===== src/rtl/fetch_sequencer_if.sv =====
// Bundle of the fetch sequencer's memory, redirect and decode handshakes.
// Optional macro FETCH_MISALIGN_TRAP_EN adds the fetch_misaligned flag.
// The master modport is the sequencer side; the slave modport is the environment side.
interface fetch_sequencer_if #(
    parameter int XLEN = 32
);
    logic            fetch_en;
    logic            imem_req;
    logic [XLEN-1:0] imem_addr;
    logic            imem_ack;
    logic [XLEN-1:0] imem_rdata;
    logic            redirect_valid;
    logic [XLEN-1:0] redirect_pc;
    logic            if_valid;
    logic            if_ready;
    logic [XLEN-1:0] if_pc;
    logic [XLEN-1:0] if_instr;
`ifdef FETCH_MISALIGN_TRAP_EN
    logic            fetch_misaligned;

    modport master (
        input  fetch_en, imem_ack, imem_rdata, redirect_valid, redirect_pc, if_ready,
        output imem_req, imem_addr, if_valid, if_pc, if_instr, fetch_misaligned
    );

    modport slave (
        output fetch_en, imem_ack, imem_rdata, redirect_valid, redirect_pc, if_ready,
        input  imem_req, imem_addr, if_valid, if_pc, if_instr, fetch_misaligned
    );
`else
    modport master (
        input  fetch_en, imem_ack, imem_rdata, redirect_valid, redirect_pc, if_ready,
        output imem_req, imem_addr, if_valid, if_pc, if_instr
    );

    modport slave (
        output fetch_en, imem_ack, imem_rdata, redirect_valid, redirect_pc, if_ready,
        input  imem_req, imem_addr, if_valid, if_pc, if_instr
    );
`endif
endinterface


===== src/rtl/fetch_sequencer.sv =====
// Instruction-fetch sequencer: owns the PC, issues one word request at a time
// over imem req/ack, hands each instruction to decode over valid/ready, and
// squashes stale fetches when execute redirects the stream.
// Optional macro FETCH_MISALIGN_TRAP_EN: a misaligned redirect target raises
// fetch_misaligned and parks the sequencer in ERR until reset; without it the
// low two bits of every redirect target are cleared.
module fetch_sequencer #(
    parameter int              XLEN     = 32,
    parameter logic [XLEN-1:0] RESET_PC = '0
) (
    input  logic              clock,
    input  logic              reset,
    fetch_sequencer_if.master bus
);

    localparam logic [2:0] S_IDLE  = 3'd0;
    localparam logic [2:0] S_REQ   = 3'd1;
    localparam logic [2:0] S_HOLD  = 3'd2;
    localparam logic [2:0] S_DRAIN = 3'd3;
`ifdef FETCH_MISALIGN_TRAP_EN
    localparam logic [2:0] S_ERR   = 3'd4;
`endif

    // Sequential word step; wraps modulo 2^XLEN.
    function automatic logic [XLEN-1:0] pc_next_word(input logic [XLEN-1:0] pc);
        return pc + XLEN'(4);
    endfunction

    // Value loaded into the PC on a redirect.
    function automatic logic [XLEN-1:0] redirect_target(input logic [XLEN-1:0] tgt);
`ifdef FETCH_MISALIGN_TRAP_EN
        return tgt;
`else
        return tgt & ~XLEN'(3);
`endif
    endfunction

    logic [2:0]      state_q, state_d;
    logic [XLEN-1:0] pc_q, pc_d;
    logic            req_q, req_d;
    logic [XLEN-1:0] addr_q, addr_d;
    logic            vld_q, vld_d;
    logic [XLEN-1:0] ifpc_q, ifpc_d;
    logic [XLEN-1:0] instr_q, instr_d;
`ifdef FETCH_MISALIGN_TRAP_EN
    logic            mis_q, mis_d;
`endif

    logic            redir;
    logic [2:0]      resume_state;
    logic            launch;

    // Redirect qualification and the state to resume in once a transaction closes.
    always_comb begin
        redir = bus.redirect_valid;
`ifdef FETCH_MISALIGN_TRAP_EN
        // ERR is terminal: further redirects are ignored until reset.
        if (state_q == S_ERR) begin
            redir = 1'b0;
        end
        mis_d = mis_q;
        if (redir && (bus.redirect_pc[1:0] != 2'b00)) begin
            mis_d = 1'b1;
        end
        if (mis_d) begin
            resume_state = S_ERR;
        end else begin
            resume_state = bus.fetch_en ? S_REQ : S_IDLE;
        end
`else
        resume_state = bus.fetch_en ? S_REQ : S_IDLE;
`endif
    end

    // Next-state, PC and decode-side register updates.
    always_comb begin
        state_d = state_q;
        pc_d    = pc_q;
        vld_d   = vld_q;
        ifpc_d  = ifpc_q;
        instr_d = instr_q;

        // Redirect overrides any PC update made below only where no capture happens.
        if (redir) begin
            pc_d = redirect_target(bus.redirect_pc);
        end

        case (state_q)
            S_IDLE: begin
                state_d = resume_state;
            end
            S_REQ: begin
                if (bus.imem_ack) begin
                    if (redir) begin
                        // Response belongs to the old stream: drop it.
                        state_d = resume_state;
                    end else begin
                        instr_d = bus.imem_rdata;
                        ifpc_d  = pc_q;
                        vld_d   = 1'b1;
                        pc_d    = pc_next_word(pc_q);
                        state_d = S_HOLD;
                    end
                end else if (redir) begin
                    // Request cannot be withdrawn; wait out its ack and discard it.
                    state_d = S_DRAIN;
                end
            end
            S_HOLD: begin
                if (redir || bus.if_ready) begin
                    vld_d   = 1'b0;
                    state_d = resume_state;
                end
            end
            S_DRAIN: begin
                if (bus.imem_ack) begin
                    state_d = resume_state;
                end
            end
`ifdef FETCH_MISALIGN_TRAP_EN
            S_ERR: begin
                state_d = S_ERR;
            end
`endif
            default: begin
                state_d = S_IDLE;
            end
        endcase

`ifdef FETCH_MISALIGN_TRAP_EN
        // On entering ERR expose the faulting target and keep decode quiet.
        if ((state_d == S_ERR) && (state_q != S_ERR)) begin
            ifpc_d = pc_d;
            vld_d  = 1'b0;
        end
`endif
    end

    // Memory-side request register updates.
    always_comb begin
        // A new request starts whenever REQ is entered, except while one is still pending.
        launch = (state_d == S_REQ) && !((state_q == S_REQ) && !bus.imem_ack);
        req_d  = (state_d == S_REQ) || (state_d == S_DRAIN);
        addr_d = launch ? pc_d : addr_q;
    end

    // State and output registers; asynchronous active-low reset.
    always_ff @(posedge clock or negedge reset) begin
        if (!reset) begin
            state_q <= S_IDLE;
            pc_q    <= RESET_PC;
            req_q   <= 1'b0;
            addr_q  <= RESET_PC;
            vld_q   <= 1'b0;
            ifpc_q  <= '0;
            instr_q <= '0;
`ifdef FETCH_MISALIGN_TRAP_EN
            mis_q   <= 1'b0;
`endif
        end else begin
            state_q <= state_d;
            pc_q    <= pc_d;
            req_q   <= req_d;
            addr_q  <= addr_d;
            vld_q   <= vld_d;
            ifpc_q  <= ifpc_d;
            instr_q <= instr_d;
`ifdef FETCH_MISALIGN_TRAP_EN
            mis_q   <= mis_d;
`endif
        end
    end

    assign bus.imem_req  = req_q;
    assign bus.imem_addr = addr_q;
    assign bus.if_valid  = vld_q;
    assign bus.if_pc     = ifpc_q;
    assign bus.if_instr  = instr_q;
`ifdef FETCH_MISALIGN_TRAP_EN
    assign bus.fetch_misaligned = mis_q;
`endif

endmodule

===== src/flat_wrapper.sv =====
// flat-port wrapper written by rule: the top's interface ports become plain ports
module fetch_sequencer_flat 
#(
    parameter int              XLEN     = 32,
    parameter logic [XLEN-1:0] RESET_PC = '0
)
  (clock, reset, bus_fetch_en, bus_imem_ack, bus_imem_rdata, bus_redirect_valid, bus_redirect_pc, bus_if_ready, bus_imem_req, bus_imem_addr, bus_if_valid, bus_if_pc, bus_if_instr);
  fetch_sequencer_if #(.XLEN(XLEN)) bus_i ();
  input  logic clock;
  input  logic reset;
  input wire logic [$bits(bus_i.fetch_en)-1:0] bus_fetch_en;
  input wire logic [$bits(bus_i.imem_ack)-1:0] bus_imem_ack;
  input wire logic [$bits(bus_i.imem_rdata)-1:0] bus_imem_rdata;
  input wire logic [$bits(bus_i.redirect_valid)-1:0] bus_redirect_valid;
  input wire logic [$bits(bus_i.redirect_pc)-1:0] bus_redirect_pc;
  input wire logic [$bits(bus_i.if_ready)-1:0] bus_if_ready;
  output wire logic [$bits(bus_i.imem_req)-1:0] bus_imem_req;
  output wire logic [$bits(bus_i.imem_addr)-1:0] bus_imem_addr;
  output wire logic [$bits(bus_i.if_valid)-1:0] bus_if_valid;
  output wire logic [$bits(bus_i.if_pc)-1:0] bus_if_pc;
  output wire logic [$bits(bus_i.if_instr)-1:0] bus_if_instr;
  assign bus_i.fetch_en = bus_fetch_en;
  assign bus_i.imem_ack = bus_imem_ack;
  assign bus_i.imem_rdata = bus_imem_rdata;
  assign bus_i.redirect_valid = bus_redirect_valid;
  assign bus_i.redirect_pc = bus_redirect_pc;
  assign bus_i.if_ready = bus_if_ready;
  assign bus_imem_req = bus_i.imem_req;
  assign bus_imem_addr = bus_i.imem_addr;
  assign bus_if_valid = bus_i.if_valid;
  assign bus_if_pc = bus_i.if_pc;
  assign bus_if_instr = bus_i.if_instr;
  fetch_sequencer #(.XLEN(XLEN), .RESET_PC(RESET_PC)) u_core (.clock(clock), .reset(reset), .bus(bus_i));
endmodule

===== config.mk =====
export PLATFORM = sky130hd
export DESIGN_NAME = fetch_sequencer_flat
export DESIGN_NICKNAME = d
export VERILOG_FILES = /design/src/rtl/fetch_sequencer_if.sv /design/src/rtl/fetch_sequencer.sv /design/src/flat_wrapper.sv
export SDC_FILE = /design/constraint.sdc
export NUM_CORES = 1
export LEC_CHECK = 0
export ABC_AREA = 1
export BUFFER_PORTS_ARGS = -buffer_cell sky130_fd_sc_hd__buf_2
export CORE_AREA = 2 2 127 129
export CTS_BUF_LIST = sky130_fd_sc_hd__clkbuf_8
export DETAILED_ROUTE_END_ITERATION = 16
export DIE_AREA = 0 0 129 131
export GPL_ROUTABILITY_DRIVEN = 1
export PLACE_DENSITY_LB_ADDON = 0.2
export SLEW_MARGIN = 25
export SYNTH_ARGS = -nofsm -noshare
export SYNTH_HDL_FRONTEND = slang
export SYNTH_SLANG_ARGS = --single-unit
export TNS_END_PERCENT = 1

===== constraint.sdc =====
create_clock -name clock -period 1.9 [get_ports clock]
set_input_delay 0.285 -clock clock [delete_from_list [all_inputs] [get_ports clock]]
set_output_delay 0.285 -clock clock [all_outputs]
set_load 0.02 [all_outputs]

==> qor.txt <==
==========================================================================================
Unrepaired setup endpoints after global routing                                       true
Synth unique cells                                                                      29
All-layer global routing usage                                                       19.1%
H-tree Lvls                                                                              4
Hold Crit Depth                                                                          3
Worst IR drop on VDD                                                                446 uV
Number of vias per cell                                                               4.49
CP Launch Type                                                                    register
Die W                                                                               129 um
Pre-antenna DRT Iters                                                                    5
Std cell rows                                                                           46
IO Pins                                                                                168
I/O Buffers                                                                            165
Type of the setup path with the least slack                                   register to register
Fin Clk Skew                                                                     0.0128 ns
Detailed Route Iter0 Violations                                                        344
Post-Synthesis Cell Area                                                         5910 um^2
Starting utilization of the core area                                                37.9%
Required arrival time at the worst endpoint                                        2.28 ns
Net count after synthesis                                                              805
Antenna-violating nets left                                                              0
Register area share after synthesis                                                  56.3%
Critical Path Fanout Max                                                                 4
Most frequently used flop master after synthesis                                   dfrtp_1
Placed cell count                                                                     1104
Highest clock frequency the design can meet                                        573 MHz
Share of synthesized cell area in and, or, nand and nor gates                        29.8%
TritonCTS Buffers                                                                       17
Post-Route Hold Slack                                                            0.0386 ns
Result of the run                                                             finished clean
Detailed-route wire length per cell                                                13.6 um
Total number of clock tree sinks                                                       133
Syn Inst Count                                                                         734
Final worst-path cycle share                                                         91.9%
Async SR Flop Fraction                                                                100%
Flop2flop setup slack                                                              0.15 ns
Number of filler cells placed in the layout                                           1540
Yosys warning total                                                                      0
Share of synthesized cell area in full adder, half adder and majority cells         0.212%
Remaining routing DRC violations                                                         0
Power density relative to cell area                                           1210 nW/um^2
Synth-to-layout area growth                                                          27.6%
Multi-input gate area in the final layout                                        2240 um^2
GPL Wtd Cong                                                                         0.865
Time the worst path needs with I/O delays and setup                                1.75 ns
Endpoint class of the critical path                                               register
Syn Area/Cell                                                                    8.05 um^2
Number of storage elements in the synthesis netlist                                    133
Delay contributed by the slowest stage of the critical path                        0.40 ns
Multiplexer share of the synthesized area                                               0%
Number of non-filler instances in the completed layout                                1144
Library cell used as clock root buffer                                            clkbuf_8
Fin Setup TNS                                                                         0 ns
Die Y                                                                               131 um
Final hold violation count                                                               0
Arrival time of the worst setup path                                               2.13 ns
Cells traversed along the worst timing path                                   ha_2 -> nand2_1 -> nor2_1 -> nand3_1 -> nor2_1 -> nand3_1 -> inv_1 -> nand2_1 -> nand2_1 -> nand3_1 -> nand2_1
Antenna cells                                                                            0
Number of antenna violations at the first check in global routing                        0
Dpl hpwl                                                                           11.3 mm
Clock transition at the registers of the reported paths                            0.07 ns
Grt total ovfl                                                                           0
Pin count of the biggest net entering global routing                                    92
Max Transition Viols Final                                                               0
Cell repeated most along the worst path                                            nand2_1
Final count of negative-setup-slack endpoints                                            0
Logic depth of the worst register-to-register path                                      11
Number of flops mapped to enable cells by yosys                                          0
Xor/xnor cell area share of the yosys netlist                                       0.593%
Via count of the first global-routing pass                                            4793
Critical-path top delay cell                                                       dfrtp_1
Final #Nets                                                                            986
Type of the worst min-delay path                                              primary input to register
Layout cell share with drive strength beyond 1                                       25.4%
Total number of vias                                                                  5132
Compound-cell area share of the yosys netlist                                        6.92%
Global-route wire length before repair                                             24.7 mm
Clock Path Buffers                                                                       2
Routed Wire Length                                                                 15.6 mm
Main combinational cell family by area after synthesis                        simple AND/OR/NAND/NOR gates
CTS tree                                                                             built
Worst skew pair latency                                                            0.44 ns
Sequential cell area in the final layout                                         3330 um^2
# Max-Cap Violations                                                                     0
Total power draw                                                                   9140 uW
Area inside the core boundary                                                   15600 um^2
Die area                                                                        16900 um^2
Leakage power figure                                                            0.00415 uW
==========================================================================================
-- worst max-delay path, delay by kind of cell (launching register included) --
family	cells	cell delay (ns)
and+or+nand+nor	9	0.98
DFF	1	0.40
adders and majority gates	1	0.21
buffers and inverters	1	0.10
-- kinds of logic after synthesis --
kind of cell / after synthesis
and+or+nand+nor: 431
DFF: 133
buffers and inverters: 86
AOI/OAI and AO/OA: 78
xor gates and xnor gates: 4
adders and majority gates: 1
other: 1
-- area by class of cell --
class | instances | share of cell area [%]
clock buffer | 21 | 3.83
clock inverter | 11 | 1.44
inverter | 58 | 2.89
multi-input combinational | 515 | 29.7
sequential | 133 | 44.1
tap | 216 | 3.58
timing repair buffer | 190 | 14.4
-- final timing paths --
kind	start	end
max in group asynchronous	reset	u_core.bus.imem_addr[9]$_DFFE_PN0P_
worst min register to register	u_core.bus.imem_addr[1]$_DFFE_PN0P_	u_core.bus.imem_addr[1]$_DFFE_PN0P_
worst min-delay path	bus_imem_rdata[5]	u_core.bus.if_instr[5]$_DFFE_PN0P_
worst max-delay path	u_core.pc_q[2]$_DFF_PN0_	u_core.bus.imem_addr[26]$_DFFE_PN0P_
min in group asynchronous	reset	u_core.bus.imem_addr[26]$_DFFE_PN0P_
worst max register to register	u_core.pc_q[2]$_DFF_PN0_	u_core.bus.imem_addr[26]$_DFFE_PN0P_
-- through the flow --
stage | utilization, % | setup slack (ns) | cell area (um^2)
after floorplan | - | 0.382 | 5910
after detailed placement | 45.3 | 0.131 | 7070
final | 48.3 | 0.154 | 7540
after CTS | 48.0 | 0.117 | 7480
after global placement | 45.3 | 0.164 | 7070
after global routing | 48.3 | -0.0432 | 7540
-- repair_timing --
action	in CTS	in global routing
endpoints found under the setup margin	0	11
hold buffers	2	0
endpoints found under the hold margin	45	0
setup buffers	0	6
gates resized for setup	0	8
-- routing by layer --
layer | vias up | routed length, um | track usage [%]
li1 | 2658 | - | -
met4 | 0 | 252 | 7.10
met1 | 2297 | 7790 | 27.8
met2 | 156 | 6700 | 28.0
met3 | 21 | 861 | 4.36
met5 | - | 0 | 0
-- report_power, final --
| group | switching, uW | internal [uW] |
|---|---|---|
| registers | 428 | 3570 |
| logic | 1860 | 942 |
| clock network | 1060 | 1290 |
| total | 3340 | 5800 |
-- layout by cell type (no fill, tap or decap), drive strengths merged --
master,n
nand2,320
buf,188
dfrtp,133
inv,61
o21ai,60
nor2,58
nand3,27
clkbuf,21
a21oi,12
nand4,12
clkinv,6
nor3,5
o211ai,4
or2,4
xor2,4
nand3b,3
a21boi,2
bufinv,2
dlygate4sd3,2
and2,1
nor4,1
ha,1
conb,1
-- cells in the mapped netlist, types with 10 or more instances --
| cell | count | area [um^2] |
|---|---|---|
| buf_2 | 16 | 80.1 |
| clkbuf_1 | 10 | 37.5 |
| dfrtp_1 | 133 | 3330 |
| nand4_1 | 12 | 75.1 |
| nand2_1 | 319 | 1200 |
| inv_1 | 55 | 206 |
| nand3_1 | 26 | 130 |
| a21oi_1 | 12 | 60.1 |
| nor2_1 | 52 | 195 |
| o21ai_0 | 56 | 280 |
-- state kept, by name, summed over array words and instances (netlist names) --
register / flops
u_core.state_q: 3
u_core.bus.if_pc: 32
u_core.bus.imem_addr: 32
u_core.bus.imem_req: 1
u_core.bus.if_valid: 1
u_core.pc_q: 32
u_core.bus.if_instr: 32
(Power assumes the default switching activity.)
